===== src/rtl/vga_fb_pkg.sv =====
// Shared constants and types for the VGA framebuffer write arbiter.
package vga_fb_pkg;
    localparam int H_RES_DEF = 320;
    localparam int V_RES_DEF = 240;
    localparam int COLOR_W   = 8;
    localparam int COORD_W   = 9;

    typedef enum logic {IDLE, CLEAR} state_t;

    // RRRGGGBB pixel
    typedef logic [COLOR_W-1:0] color_t;
endpackage


===== src/rtl/vga_fb_addr_calc.sv =====
// Combinational pixel coordinate to linear framebuffer address, with range flag.
module vga_fb_addr_calc
    import vga_fb_pkg::*;
#(
    parameter int H_RES  = H_RES_DEF,
    parameter int V_RES  = V_RES_DEF,
    parameter int ADDR_W = 17
) (
    input  logic [COORD_W-1:0] x,
    input  logic [COORD_W-1:0] y,
    output logic [ADDR_W-1:0]  addr,
    output logic               out_of_range
);
    assign addr         = ADDR_W'(y) * ADDR_W'(H_RES) + ADDR_W'(x);
    assign out_of_range = (x >= COORD_W'(H_RES)) || (y >= COORD_W'(V_RES));
endmodule


===== src/rtl/vga_fb_write_arbiter.sv =====
// Round-robin arbiter for the framebuffer write port plus a full-frame clear sequencer.
// Optional build macro VGA_FB_BLANK_GATE_EN restricts writes to the blanking interval.
module vga_fb_write_arbiter #(
    parameter int H_RES   = 320,
    parameter int V_RES   = 240,
    parameter int ADDR_W  = 17,
    parameter int COLOR_W = 8
) (
    input  logic               clock,
    input  logic               reset,
    input  logic               req0_valid,
    input  logic [8:0]         req0_x,
    input  logic [8:0]         req0_y,
    input  logic [COLOR_W-1:0] req0_color,
    output logic               req0_ready,
    input  logic               req1_valid,
    input  logic [8:0]         req1_x,
    input  logic [8:0]         req1_y,
    input  logic [COLOR_W-1:0] req1_color,
    output logic               req1_ready,
    input  logic               clear_start,
    input  logic [COLOR_W-1:0] clear_color,
    output logic               clear_busy,
    input  logic               in_blank,
    output logic               mem_we,
    output logic [ADDR_W-1:0]  mem_addr,
    output logic [COLOR_W-1:0] mem_data,
    output logic               drop_pulse
);
    import vga_fb_pkg::*;

    localparam logic [ADDR_W-1:0] LAST_ADDR = ADDR_W'(H_RES * V_RES - 1);

    state_t               state_reg;
    logic                 last_grant_reg;
    logic [ADDR_W-1:0]    count_reg;
    logic [COLOR_W-1:0]   clear_color_reg;

    logic                 gate;
    logic                 grant0;
    logic                 grant1;
    logic                 open;
    logic                 accept;
    logic [COORD_W-1:0]   sel_x;
    logic [COORD_W-1:0]   sel_y;
    logic [COLOR_W-1:0]   sel_color;
    logic [ADDR_W-1:0]    sel_addr;
    logic                 sel_oor;

`ifdef VGA_FB_BLANK_GATE_EN
    assign gate = in_blank;
`else
    logic unused_in_blank;
    assign unused_in_blank = in_blank;
    assign gate = 1'b1;
`endif

    // last_grant_reg==1 means req1 was served last, so req0 wins a tie
    assign grant0 = req0_valid & (~req1_valid | last_grant_reg);
    assign grant1 = req1_valid & ~grant0;
    assign open   = (state_reg == IDLE) & ~clear_start & gate;

    assign req0_ready = open & grant0;
    assign req1_ready = open & grant1;
    assign accept     = req0_ready | req1_ready;

    assign sel_x     = grant1 ? req1_x     : req0_x;
    assign sel_y     = grant1 ? req1_y     : req0_y;
    assign sel_color = grant1 ? req1_color : req0_color;

    vga_fb_addr_calc #(
        .H_RES  (H_RES),
        .V_RES  (V_RES),
        .ADDR_W (ADDR_W)
    ) u_addr_calc (
        .x            (sel_x),
        .y            (sel_y),
        .addr         (sel_addr),
        .out_of_range (sel_oor)
    );

    always_ff @(posedge clock) begin
        if (!reset) begin
            state_reg       <= IDLE;
            last_grant_reg  <= 1'b1;
            count_reg       <= '0;
            clear_color_reg <= '0;
            clear_busy      <= 1'b0;
            mem_we          <= 1'b0;
            mem_addr        <= '0;
            mem_data        <= '0;
            drop_pulse      <= 1'b0;
        end else begin
            mem_we     <= 1'b0;
            drop_pulse <= 1'b0;
            case (state_reg)
                IDLE: begin
                    if (clear_start) begin
                        state_reg       <= CLEAR;
                        clear_busy      <= 1'b1;
                        count_reg       <= '0;
                        clear_color_reg <= clear_color;
                    end else if (accept) begin
                        last_grant_reg <= grant1;
                        if (sel_oor) begin
                            drop_pulse <= 1'b1;
                        end else begin
                            mem_we   <= 1'b1;
                            mem_addr <= sel_addr;
                            mem_data <= sel_color;
                        end
                    end
                end
                CLEAR: begin
                    if (gate) begin
                        mem_we   <= 1'b1;
                        mem_addr <= count_reg;
                        mem_data <= clear_color_reg;
                        if (count_reg == LAST_ADDR) begin
                            state_reg  <= IDLE;
                            clear_busy <= 1'b0;
                        end else begin
                            count_reg <= count_reg + 1'b1;
                        end
                    end
                end
                default: state_reg <= IDLE;
            endcase
        end
    end
endmodule


===== config.mk =====
export PLATFORM = sky130hd
export DESIGN_NAME = vga_fb_write_arbiter
export DESIGN_NICKNAME = d
export VERILOG_FILES = /design/src/rtl/vga_fb_pkg.sv /design/src/rtl/vga_fb_addr_calc.sv /design/src/rtl/vga_fb_write_arbiter.sv
export SDC_FILE = /design/constraint.sdc
export NUM_CORES = 1
export LEC_CHECK = 0
export BUFFER_PORTS_ARGS = -buffer_cell sky130_fd_sc_hd__buf_4
export CAP_MARGIN = 20
export CELL_PAD_IN_SITES_DETAIL_PLACEMENT = 1
export CELL_PAD_IN_SITES_GLOBAL_PLACEMENT = 1
export CORE_MARGIN = 2
export CORE_UTILIZATION = 37
export CTS_CLUSTER_DIAMETER = 50
export CTS_CLUSTER_SIZE = 8
export DETAILED_ROUTE_END_ITERATION = 6
export GPL_TIMING_DRIVEN = 0
export PLACE_DENSITY_LB_ADDON = 0.1
export RECOVER_POWER = 100
export SYNTH_ARGS = -nofsm -noshare
export SYNTH_HDL_FRONTEND = slang
export SYNTH_SLANG_ARGS = --single-unit

===== constraint.sdc =====
create_clock -name clock -period 5 [get_ports clock]
set_clock_uncertainty 0.1 [all_clocks]
set_input_delay 1.25 -clock clock [delete_from_list [all_inputs] [get_ports clock]]
set_output_delay 1.25 -clock clock [all_outputs]
set_load 0.01 [all_outputs]

==> impl_results.md, run 1 <==
- Outcome: completed
- Worst Max-Slew Pin Slew: 1.416 ns
- Final net count: 594
- Clock transition at the register clock pins on the worst setup and hold paths after CTS: 0.11 ns
- Xor/xnor cell area share of the yosys netlist: 9.189%
- Most area-hungry cell type in the Yosys netlist: sky130_fd_sc_hd__dfxtp_1
- Floorplan die width: 97.59 µm
- CP Data Arrival Time: 4.80 ns
- Period Utilization, post-route: 93.76%
- GRT Util Overall: 21.88%
- Total of hold buffers inserted after clock tree synthesis: 0
- Height of the chip: 97.59 µm
- Cell with the largest stage delay on the worst path: sky130_fd_sc_hd__fa_1
- Wire length of the first global-routing pass: 17130 µm
- Synth Area in Simple Gates: 24.21%
- Area fraction in compound gates after synthesis: 20.85%
- Instance area after placement: 0.004081 mm²
- Drt drc: 0
- Top FF cell, synth: sky130_fd_sc_hd__dfxtp_1
- Maximum clock path buffer count: 2
- Number of setup buffers added after CTS: 0
- Endpoints failing setup: 0
- Adder-cell area share of the yosys netlist: 5.483%
- Total wirelength of the detailed-routed design: 10470 µm
- Post-synthesis cell count: 414
- Via density per instance: 5.361
- Total CTS buffers: 5
- Mapped cell area: 0.003241 mm²
- Vias in the first global route: 3444
- Maximum fanout count along the critical path: 10
- Ranking of synthesized cells by area: sky130_fd_sc_hd__dfxtp_1 (34%), sky130_fd_sc_hd__nand2_1 (9.6%), sky130_fd_sc_hd__nor2_1 (5.4%), sky130_fd_sc_hd__a21oi_1 (5.4%), sky130_fd_sc_hd__xor2_1 (5.4%)
- Worst-case register-to-register setup slack: 0.99 ns
- Share of flip-flops with an asynchronous set or reset: 0%
- Slew Limit Headroom: 5.063%
- Share of the synthesized area in the top cell type: 33.98%
- Pwr per Cell Area: 255.8 mW/mm²
- Maximum Capacitance Violations: 0
- Clock root cell: sky130_fd_sc_hd__clkbuf_8
- Filler Cell Count: 1121
- Combinational family with the most area after synthesis: simple AND/OR/NAND/NOR gates
- Design Power: 0.001029 W
- Number of gates resized after cts: 0
- Global route overflow: 0
- Worst stage delay on the critical path: 0.55 ns
- Kind of capture point of the worst setup path: register
- Number of slew-limit violations in the final report: 0
- Initial core utilization: 37.71%
- Avg Synthesized Cell Area: 7.828 µm²
- Synthesis-stage register bit count: 55
- Share of layout cells above drive strength 1: 15.70%
- WP data required: 5.11 ns
- Clock period minus worst slack: 4.688 ns
- Type of the most critical hold path: reg2reg
- Placer's final routability congestion estimate: 0.8451
- Number of hold violations in the final report: 0
- Core area: 0.008593 mm²
- Count of TritonRoute iterations in the first routing pass: 4
- Syn-to-layout area delta: 24.17%
- Row count: 34
- Initial drt markers: 104
- Most instantiated library cell after synthesis: sky130_fd_sc_hd__nand2_1
- Number of H-tree levels: 2
- I/O pin count: 96
- HPWL Detailed: 8281 µm
- Count of input and output buffers: 94
- Net count after synthesis: 493
- Wire per inst: 16.78 µm
- Clock Sinks: 55
- Multiplexer area fraction after synthesis: 2.317%
- Category of the worst setup path launch point: input pin
- Remaining antenna violation count after routing: 0
- Max Clk Rate: 213.3 MHz
- Number of synthesized flops with an enable pin: 0
- Initial antenna violation count: 0
- Final design area excluding fillers: 0.004024 mm²
- Diodes inserted: 0
- Yosys synthesis warning count: 0
- Unique masters post-synth: 54
- Area of the die: 0.009523 mm²
- Sequential-to-total area share from yosys stat: 33.98%
- Unrepaired setup endpoints after global routing: false
- Clock Latency Late Sink: 0.32 ns
- Vias: 3345
- Cell type with the highest occurrence count on the critical path: sky130_fd_sc_hd__xor2_1
- Pin count of the biggest net entering global routing: 19
- Synth cell count leaders: sky130_fd_sc_hd__nand2_1 (83), sky130_fd_sc_hd__dfxtp_1 (55), sky130_fd_sc_hd__nor2_1 (47), sky130_fd_sc_hd__a21oi_1 (35), sky130_fd_sc_hd__xor2_1 (20)
- End-of-flow core utilization: 46.83%
- Highest ir drop seen on vdd: 115.5 µV
- Cell-by-cell listing of the critical path: buf_4, a21bo_1, clkbuf_1, mux2i_1, xor2_1, ha_1, fa_1, o2111ai_1, nor4b_1, nor4bb_1, xor2_1, o22ai_1
- Static power due to leakage: 1.636 nW
- Startpoint-to-endpoint class of the critical path: in2reg
- Clock tree from TritonCTS: built
[cell type report]
| type | count | area [µm²] | area share, % |
|---|---|---|---|
| buffer | 19 | 83.83 | 2.083 |
| clock buffer | 5 | 68.82 | 1.710 |
| clock inverter | 3 | 23.77 | 0.5908 |
| inverter | 8 | 30.03 | 0.7463 |
| multi-input combinational | 332 | 1992 | 49.50 |
| sequential | 55 | 1101 | 27.36 |
| tap | 108 | 135.1 | 3.358 |
| timing repair buffer | 94 | 589.3 | 14.65 |
[cell families (layout without fill, tap and decap cells)]
group,count (synthesis),after routing
DFF,55,55
xor gates and xnor gates,34,34
AOI/OAI and AO/OA,99,99
muxes,7,7
buffers and inverters,27,129
and+or+nand+nor,179,179
adders and majority gates,13,13
[power by group]
group          switching (W)  internal [W]  leakage, nW
logic               0.000169      0.000131         1.14
registers          0.0000101      0.000454        0.447
clock network       0.000163      0.000102       0.0461
[routing by layer]
layer	part of all wire, %	wire length, µm	GRT usage (%)	vias to the layer above
met1	49	5177	31.00	1606
met4	0.60	63	2.991	0
met3	4.4	458	3.597	7
li1	-	-	-	1657
met2	46	4771	35.92	75
met5	0	0	0	-
[worst paths after layout]
kind / startpoint / to / cells past startpoint
setup / recovery: req1_valid / mem_addr[15] / 12
hold / removal: clear_color_reg[4] / clear_color_reg[4] / 2
setup reg to reg: last_grant_reg / mem_addr[15] / 11
hold reg to reg: clear_color_reg[4] / clear_color_reg[4] / 2
[layout by cell type (no fill, tap or decap), types with 3 or more instances in the layout]
cell type / netlist / layout
sky130_fd_sc_hd__o211ai_1: 4 / 4
sky130_fd_sc_hd__mux2i_1: 6 / 6
sky130_fd_sc_hd__ha_1: 11 / 11
sky130_fd_sc_hd__dfxtp_1: 55 / 55
sky130_fd_sc_hd__nor3_1: 5 / 5
sky130_fd_sc_hd__a211oi_1: 3 / 4
sky130_fd_sc_hd__a21oi_1: 35 / 35
sky130_fd_sc_hd__o21ai_0: 18 / 18
sky130_fd_sc_hd__inv_1: 8 / 8
sky130_fd_sc_hd__buf_4: 1 / 64
sky130_fd_sc_hd__and4_1: 3 / 3
sky130_fd_sc_hd__and2_0: 0 / 3
sky130_fd_sc_hd__clkbuf_1: 12 / 47
sky130_fd_sc_hd__and3_1: 5 / 5
sky130_fd_sc_hd__xnor2_1: 14 / 14
sky130_fd_sc_hd__nand3_1: 17 / 17
sky130_fd_sc_hd__nor2_1: 47 / 47
sky130_fd_sc_hd__a221oi_1: 13 / 14
sky130_fd_sc_hd__clkbuf_8: 0 / 5
sky130_fd_sc_hd__nand2_1: 83 / 83
sky130_fd_sc_hd__nand4_1: 3 / 3
sky130_fd_sc_hd__a22oi_1: 3 / 3
sky130_fd_sc_hd__xor2_1: 20 / 20
[critical path: cells and delay by family]
family | cells | cell delay, ns
AO/OA/AOI/OAI | 3 | 0.57
buffers and inverters | 2 | 0.64
XOR/XNOR | 2 | 0.30
adder cells (fa/ha/maj) | 2 | 0.80
multiplexers | 1 | 0.33
AND/OR/NAND/NOR | 2 | 0.90
[per-stage QoR]
stage	TNS [ns]	instances	worst slack [ns]	hold slack, ns
after detailed placement	-0.02614	616	-0.02614	0.3523
final	0	624	0.3119	0.3695
after CTS	0	624	0.2860	0.3675
after global placement	0	616	0.008744	0.3423
after floorplan	0	414	0.6787	0.3332
after global routing	0	624	0.008411	0.3911
No activity file was read; power rests on OpenSTA's default activity.
==> inputs of run 2 (changes only) <==
Settings changed: PLACE_DENSITY set to 0.84, PLACE_DENSITY_LB_ADDON 0.1 to not set.
==> impl_results.md, run 2 (synthesized netlist as in run 1, its figures left out) <==
- Placer's final routability congestion estimate: 0.8929
- CP startpoint: req1_valid
- Clock Sinks: 55
- Switching power total: 0.0003373 W
- Destination of the critical timing path: mem_addr[16]
- Remaining antenna violation count after routing: 0
- Type of the most critical hold path: reg2reg
- Outcome: completed
- Initial core utilization: 37.71%
- Number of gates resized after cts: 0
- Maximum clock path buffer count: 2
- Worst stage delay on the critical path: 0.54 ns
- Endpoints failing setup: 0
- Global route overflow: 0
- Instance area after placement: 0.004081 mm²
- Relative contribution of combinational cells to total power: 28.6%
- Unrepaired setup endpoints after global routing: false
- Number of setup buffers added after CTS: 0
- HPWL Detailed: 8810 µm
- Area of the die: 0.009523 mm²
- Sequential group share of total power: 43.3%
- Count of TritonRoute iterations in the first routing pass: 4
- Vias in the first global route: 3657
- Static power due to leakage: 1.646 nW
- Highest ir drop seen on vdd: 125.5 µV
- Core area: 0.008593 mm²
- Clock period minus worst slack: 4.711 ns
- Min-delay src: mem_addr[12]
- Row count: 34
- Crit path max-delay family: compound AO/OA/AOI/OAI gates
- Number of hold violations in the final report: 0
- Leading cell types in the layout, fill and taps excluded: sky130_fd_sc_hd__nand2_1 (83), sky130_fd_sc_hd__buf_4 (64), sky130_fd_sc_hd__dfxtp_1 (55)
- Total CTS buffers: 5
- Final design area excluding fillers: 0.004044 mm²
- Category of the worst setup path launch point: input pin
- Design internal power: 0.0007373 W
- CP Data Arrival Time: 4.83 ns
- Clock transition at the register clock pins on the worst setup and hold paths after CTS: 0.09 ns
- GRT Util Overall: 22.99%
- Filler Cell Count: 1133
- Crit path depth: 13
- Worst Reg-to-Reg Cells: 12
- Max Clk Rate: 212.3 MHz
- Clock Latency Late Sink: 0.31 ns
- Final net count: 594
- WP data required: 5.12 ns
- Leading cell type in the layout, fill and taps excluded: sky130_fd_sc_hd__nand2_1
- Total wirelength of the detailed-routed design: 11130 µm
- Startpoint-to-endpoint class of the critical path: in2reg
- Worst r2r src: last_grant_reg
- Height of the chip: 97.59 µm
- Count of input and output buffers: 94
- Vias: 3427
- Total Negative Setup Slacks: 0 ns
- Via density per instance: 5.492
- Initial antenna violation count: 0
- Pin count of the biggest net entering global routing: 18
- Maximum fanout count along the critical path: 10
- I/O pin count: 96
- Maximum Capacitance Violations: 0
- Net switching share of the total power: 31.39%
- Slew Limit Headroom: 2.339%
- Crit path buf inv count: 2
- Pwr per Cell Area: 265.7 mW/mm²
- End of the worst register-to-register path: mem_addr[16]
- Share of layout cells above drive strength 1: 15.31%
- Footprint of the multi-input gates: 0.001994 mm²
- Floorplan die width: 97.59 µm
- Drt drc: 0
- Part of the total power dissipated in the clock network: 28.2%
- Number of H-tree levels: 2
- Total of hold buffers inserted after clock tree synthesis: 0
- Wire per inst: 17.84 µm
- Cell with the largest stage delay on the worst path: sky130_fd_sc_hd__clkbuf_1
- Diodes inserted: 0
- Period Utilization, post-route: 94.23%
- Worst-case register-to-register setup slack: 0.97 ns
- Wire length of the first global-routing pass: 17810 µm
- Clock root cell: sky130_fd_sc_hd__clkbuf_8
- Syn-to-layout area delta: 24.79%
- Number of slew-limit violations in the final report: 0
- Initial drt markers: 88
- Clock tree from TritonCTS: built
- Kind of capture point of the worst setup path: register
- Register area: 0.001101 mm²
- Worst Max-Slew Pin Slew: 1.456 ns
- Cell-by-cell listing of the critical path: buf_4, a21bo_1, clkbuf_1, mux2i_1, xor2_1, ha_1, fa_1, a211oi_1, nor2_1, xor2_1, nand3_1, o311a_1, a211oi_1
-- run 2: cell types whose count changed in the layout (fill, tap and decap cells not counted), sizes merged --
cell / delta
clkinvlp: -1
clkbuf: +2
buf: -1
bufinv: +1
clkinv: -1
-- run 2: layer usage --
metal	vias up	part of all wire, %	global-route usage [%]
met4	0	1.8	7.799
met3	14	4.2	2.734
met2	87	52	42.81
li1	1652	-	-
met5	-	0	0
met1	1674	42	27.09
-- run 2: cell type report --
class / count / area share (%)
inverters: 8 / 0.7426
plain buffers: 19 / 2.042
clock buffers: 6 / 1.795
well taps: 108 / 3.342
flip-flops and latches: 55 / 27.23
multi-input cells: 332 / 49.32
repair buffers: 94 / 14.57
clock inverters: 2 / 0.9592
-- run 2: how the worst min path moves through the flow --
stage / end / slack, ns / depth (start not counted)
CTS: mem_addr[12] / 0.37 / 2
finish: mem_addr[12] / 0.36 / 2
floorplan: clear_color_reg[0] / 0.33 / 2
global placement: clear_color_reg[2] / 0.34 / 2
global route: clear_color_reg[6] / 0.39 / 2
detailed placement: mem_addr[12] / 0.35 / 2
-- run 2: power by group through the flow --
| stage | Clock [W] | Sequential [W] | Combinational, W |
|---|---|---|---|
| final | 0.000303 | 0.000465 | 0.000307 |
| after global routing | 0.000320 | 0.000467 | 0.000338 |
| after CTS | 0.000305 | 0.000465 | 0.000322 |
| after detailed placement | 0 | 0.000475 | 0.000320 |
| after global placement | 0 | 0.000475 | 0.000303 |
| after floorplan | 0 | 0.000477 | 0.000191 |
-- run 2: metrics by stage --
stage          setup WS (ns)  std cells  power [W]  hold WS (ns)  util, %
2_1_floorplan         0.6787        414  0.0006687        0.3332        -
3_3_place_gp         0.01962        616  0.0007776        0.3437    47.50
3_5_place_dp        -0.05569        616  0.0007955        0.3530    47.50
4_1_cts               0.2678        624   0.001093        0.3661    48.79
5_1_grt              0.03301        624   0.001125        0.3929    47.06
6_report              0.2886        624   0.001075        0.3645    47.06
-- run 2: worst min-delay path, stage by stage (launching register included) --
cell and delay, ns:
sky130_fd_sc_hd__dfxtp_1 0.32, sky130_fd_sc_hd__nand2_1 0.05, sky130_fd_sc_hd__a21oi_1 0.05
==> inputs of run 3 (changes only) <==
==> constraint.sdc (replaced) <==
create_clock -name clock -period 5 [get_ports clock]
set_clock_uncertainty 0.1 [all_clocks]
set_input_delay 1 -clock clock [delete_from_list [all_inputs] [get_ports clock]]
set_output_delay 1 -clock clock [all_outputs]
set_load 0.01 [all_outputs]
==> impl_results.md, run 3 (synthesized netlist as in run 1, its figures left out) <==
- Maximum clock path buffer count: 2
- Endpoints failing setup: 0
- CP Data Arrival Time: 4.70 ns
- Height of the chip: 97.59 µm
- Cell-by-cell listing of the critical path: clkbuf_1, a21boi_0, clkbuf_1, clkbuf_1, clkbuf_1, nand2_1, nand2_1, ha_1, ha_1, fa_1, xor2_1, nor4b_1, nor4bb_1, xor2_1, o22ai_1
- Worst r2r src: last_grant_reg
- Initial core utilization: 37.71%
- Maximum fanout count along the critical path: 10
- Core area: 0.008593 mm²
- Kind of capture point of the worst setup path: register
- Non-Filler Instances: 624
- Total CTS buffers: 5
- Pin count of the biggest net entering global routing: 18
- Diodes inserted: 0
- Cell type with the highest occurrence count on the critical path: sky130_fd_sc_hd__clkbuf_1
- Leading cell type in the layout, fill and taps excluded: sky130_fd_sc_hd__nand2_1
- Area of the die: 0.009523 mm²
- Initial drt markers: 114
- Destination of the critical timing path: mem_addr[15]
- Final-layout worst hold slack: 0.3647 ns
- Period Utilization, post-route: 92.12%
- End of the worst register-to-register path: mem_addr[15]
- Wire length of the first global-routing pass: 17810 µm
- Type of the most critical hold path: reg2reg
- Maximum Capacitance Violations: 0
- HPWL Detailed: 8810 µm
- Clock tree from TritonCTS: built
- Highest ir drop seen on vdd: 125.6 µV
- Placer's final routability congestion estimate: 0.8929
- Static power due to leakage: 1.636 nW
- GRT Util Overall: 22.99%
- CP startpoint: req0_valid
- Number of H-tree levels: 2
- Initial antenna violation count: 0
- Clock Sinks: 55
- Number of hold violations in the final report: 0
- Worst-case register-to-register setup slack: 0.85 ns
- Dpl cells: 616
- Vias: 3421
- End-of-flow core utilization: 46.86%
- Pwr per Cell Area: 266.3 mW/mm²
- Clock Latency Late Sink: 0.32 ns
- Number of slew-limit violations in the final report: 0
- Leading cell types in the layout, fill and taps excluded: sky130_fd_sc_hd__nand2_1 (83), sky130_fd_sc_hd__buf_4 (64), sky130_fd_sc_hd__dfxtp_1 (55)
- Via density per instance: 5.482
- Global route overflow: 0
- Clock period minus worst slack: 4.606 ns
- Outcome: completed
- Total wirelength of the detailed-routed design: 11130 µm
- Count of input and output buffers: 94
- Drt drc: 0
- Total of hold buffers inserted after clock tree synthesis: 0
- Category of the worst setup path launch point: input pin
- WP data required: 5.10 ns
- Max Clk Rate: 217.1 MHz
- Clock root cell: sky130_fd_sc_hd__clkbuf_8
- Slew Limit Headroom: 5.268%
- Clock transition at the register clock pins on the worst setup and hold paths after CTS: 0.09 ns
- Startpoint-to-endpoint class of the critical path: in2reg
- Floorplan die width: 97.59 µm
- I/O pin count: 96
- Worst Max-Slew Pin Slew: 1.412 ns
- Final net count: 594
- Unrepaired setup endpoints after global routing: false
- Row count: 34
- Remaining antenna violation count after routing: 0
- Worst stage delay on the critical path: 0.44 ns
- Cell with the largest stage delay on the worst path: sky130_fd_sc_hd__clkbuf_1
- Number of gates resized after cts: 0
- Syn-to-layout area delta: 24.25%
- Number of setup buffers added after CTS: 0
- Wire per inst: 17.84 µm
- Worst Reg-to-Reg Cells: 14
- Vias in the first global route: 3657
- Total Negative Setup Slacks: 0 ns
- Count of TritonRoute iterations in the first routing pass: 4
- Share of layout cells above drive strength 1: 14.73%
run 3: worst min-delay path by stage:
stage          slack [ns]                  to  cells after the start          startpoint
4_1_cts              0.37        mem_addr[12]                      2        mem_addr[12]
5_1_grt              0.39  clear_color_reg[6]                      2  clear_color_reg[6]
3_3_place_gp         0.34  clear_color_reg[2]                      2  clear_color_reg[2]
2_1_floorplan        0.33  clear_color_reg[0]                      2  clear_color_reg[0]
3_5_place_dp         0.35        mem_addr[12]                      2        mem_addr[12]
6_report             0.36        mem_addr[12]                      2        mem_addr[12]
run 3: final cells by class:
class | instances | area, µm²
Fill cell | 1137 | 4567
Sequential cell | 55 | 1101
Clock inverter | 2 | 38.79
Clock buffer | 6 | 72.57
Timing Repair Buffer | 94 | 589.3
Tap cell | 108 | 135.1
Multi-Input combinational cell | 332 | 1984
Inverter | 8 | 30.03
Buffer | 19 | 75.07
run 3: critical path: cells and delay by family:
kind / cells / cell delay (ns)
xor+xnor: 2 / 0.43
fa+ha+maj: 3 / 0.58
simple gates: 4 / 1.01
compound gates: 2 / 0.27
buf+inv: 4 / 1.39
run 3: report_power, final:
group,internal (W),switching (W)
Clock,0.000152,0.000152
Sequential,0.000454,0.0000107
Combinational,0.000129,0.000174
Total,0.000735,0.000337
run 3: per-layer routing:
| layer | wire length, µm | up-vias | track usage, % |
|---|---|---|---|
| met5 | 0 | - | 0 |
| met4 | 223 | 0 | 7.799 |
| met3 | 458 | 18 | 2.734 |
| met2 | 5870 | 83 | 42.81 |
| met1 | 4578 | 1668 | 27.09 |
| li1 | - | 1652 | - |
run 3: stage by stage:
stage / setup WS [ns] / total power [W] / cell area, µm²
after global placement: 0.2696 / 0.0007776 / 4081
after detailed placement: 0.1943 / 0.0007955 / 4081
after CTS: 0.5178 / 0.001093 / 4193
after global routing: 0.1437 / 0.001122 / 4026
final: 0.3942 / 0.001072 / 4026
after floorplan: 0.9287 / 0.0006687 / 3241
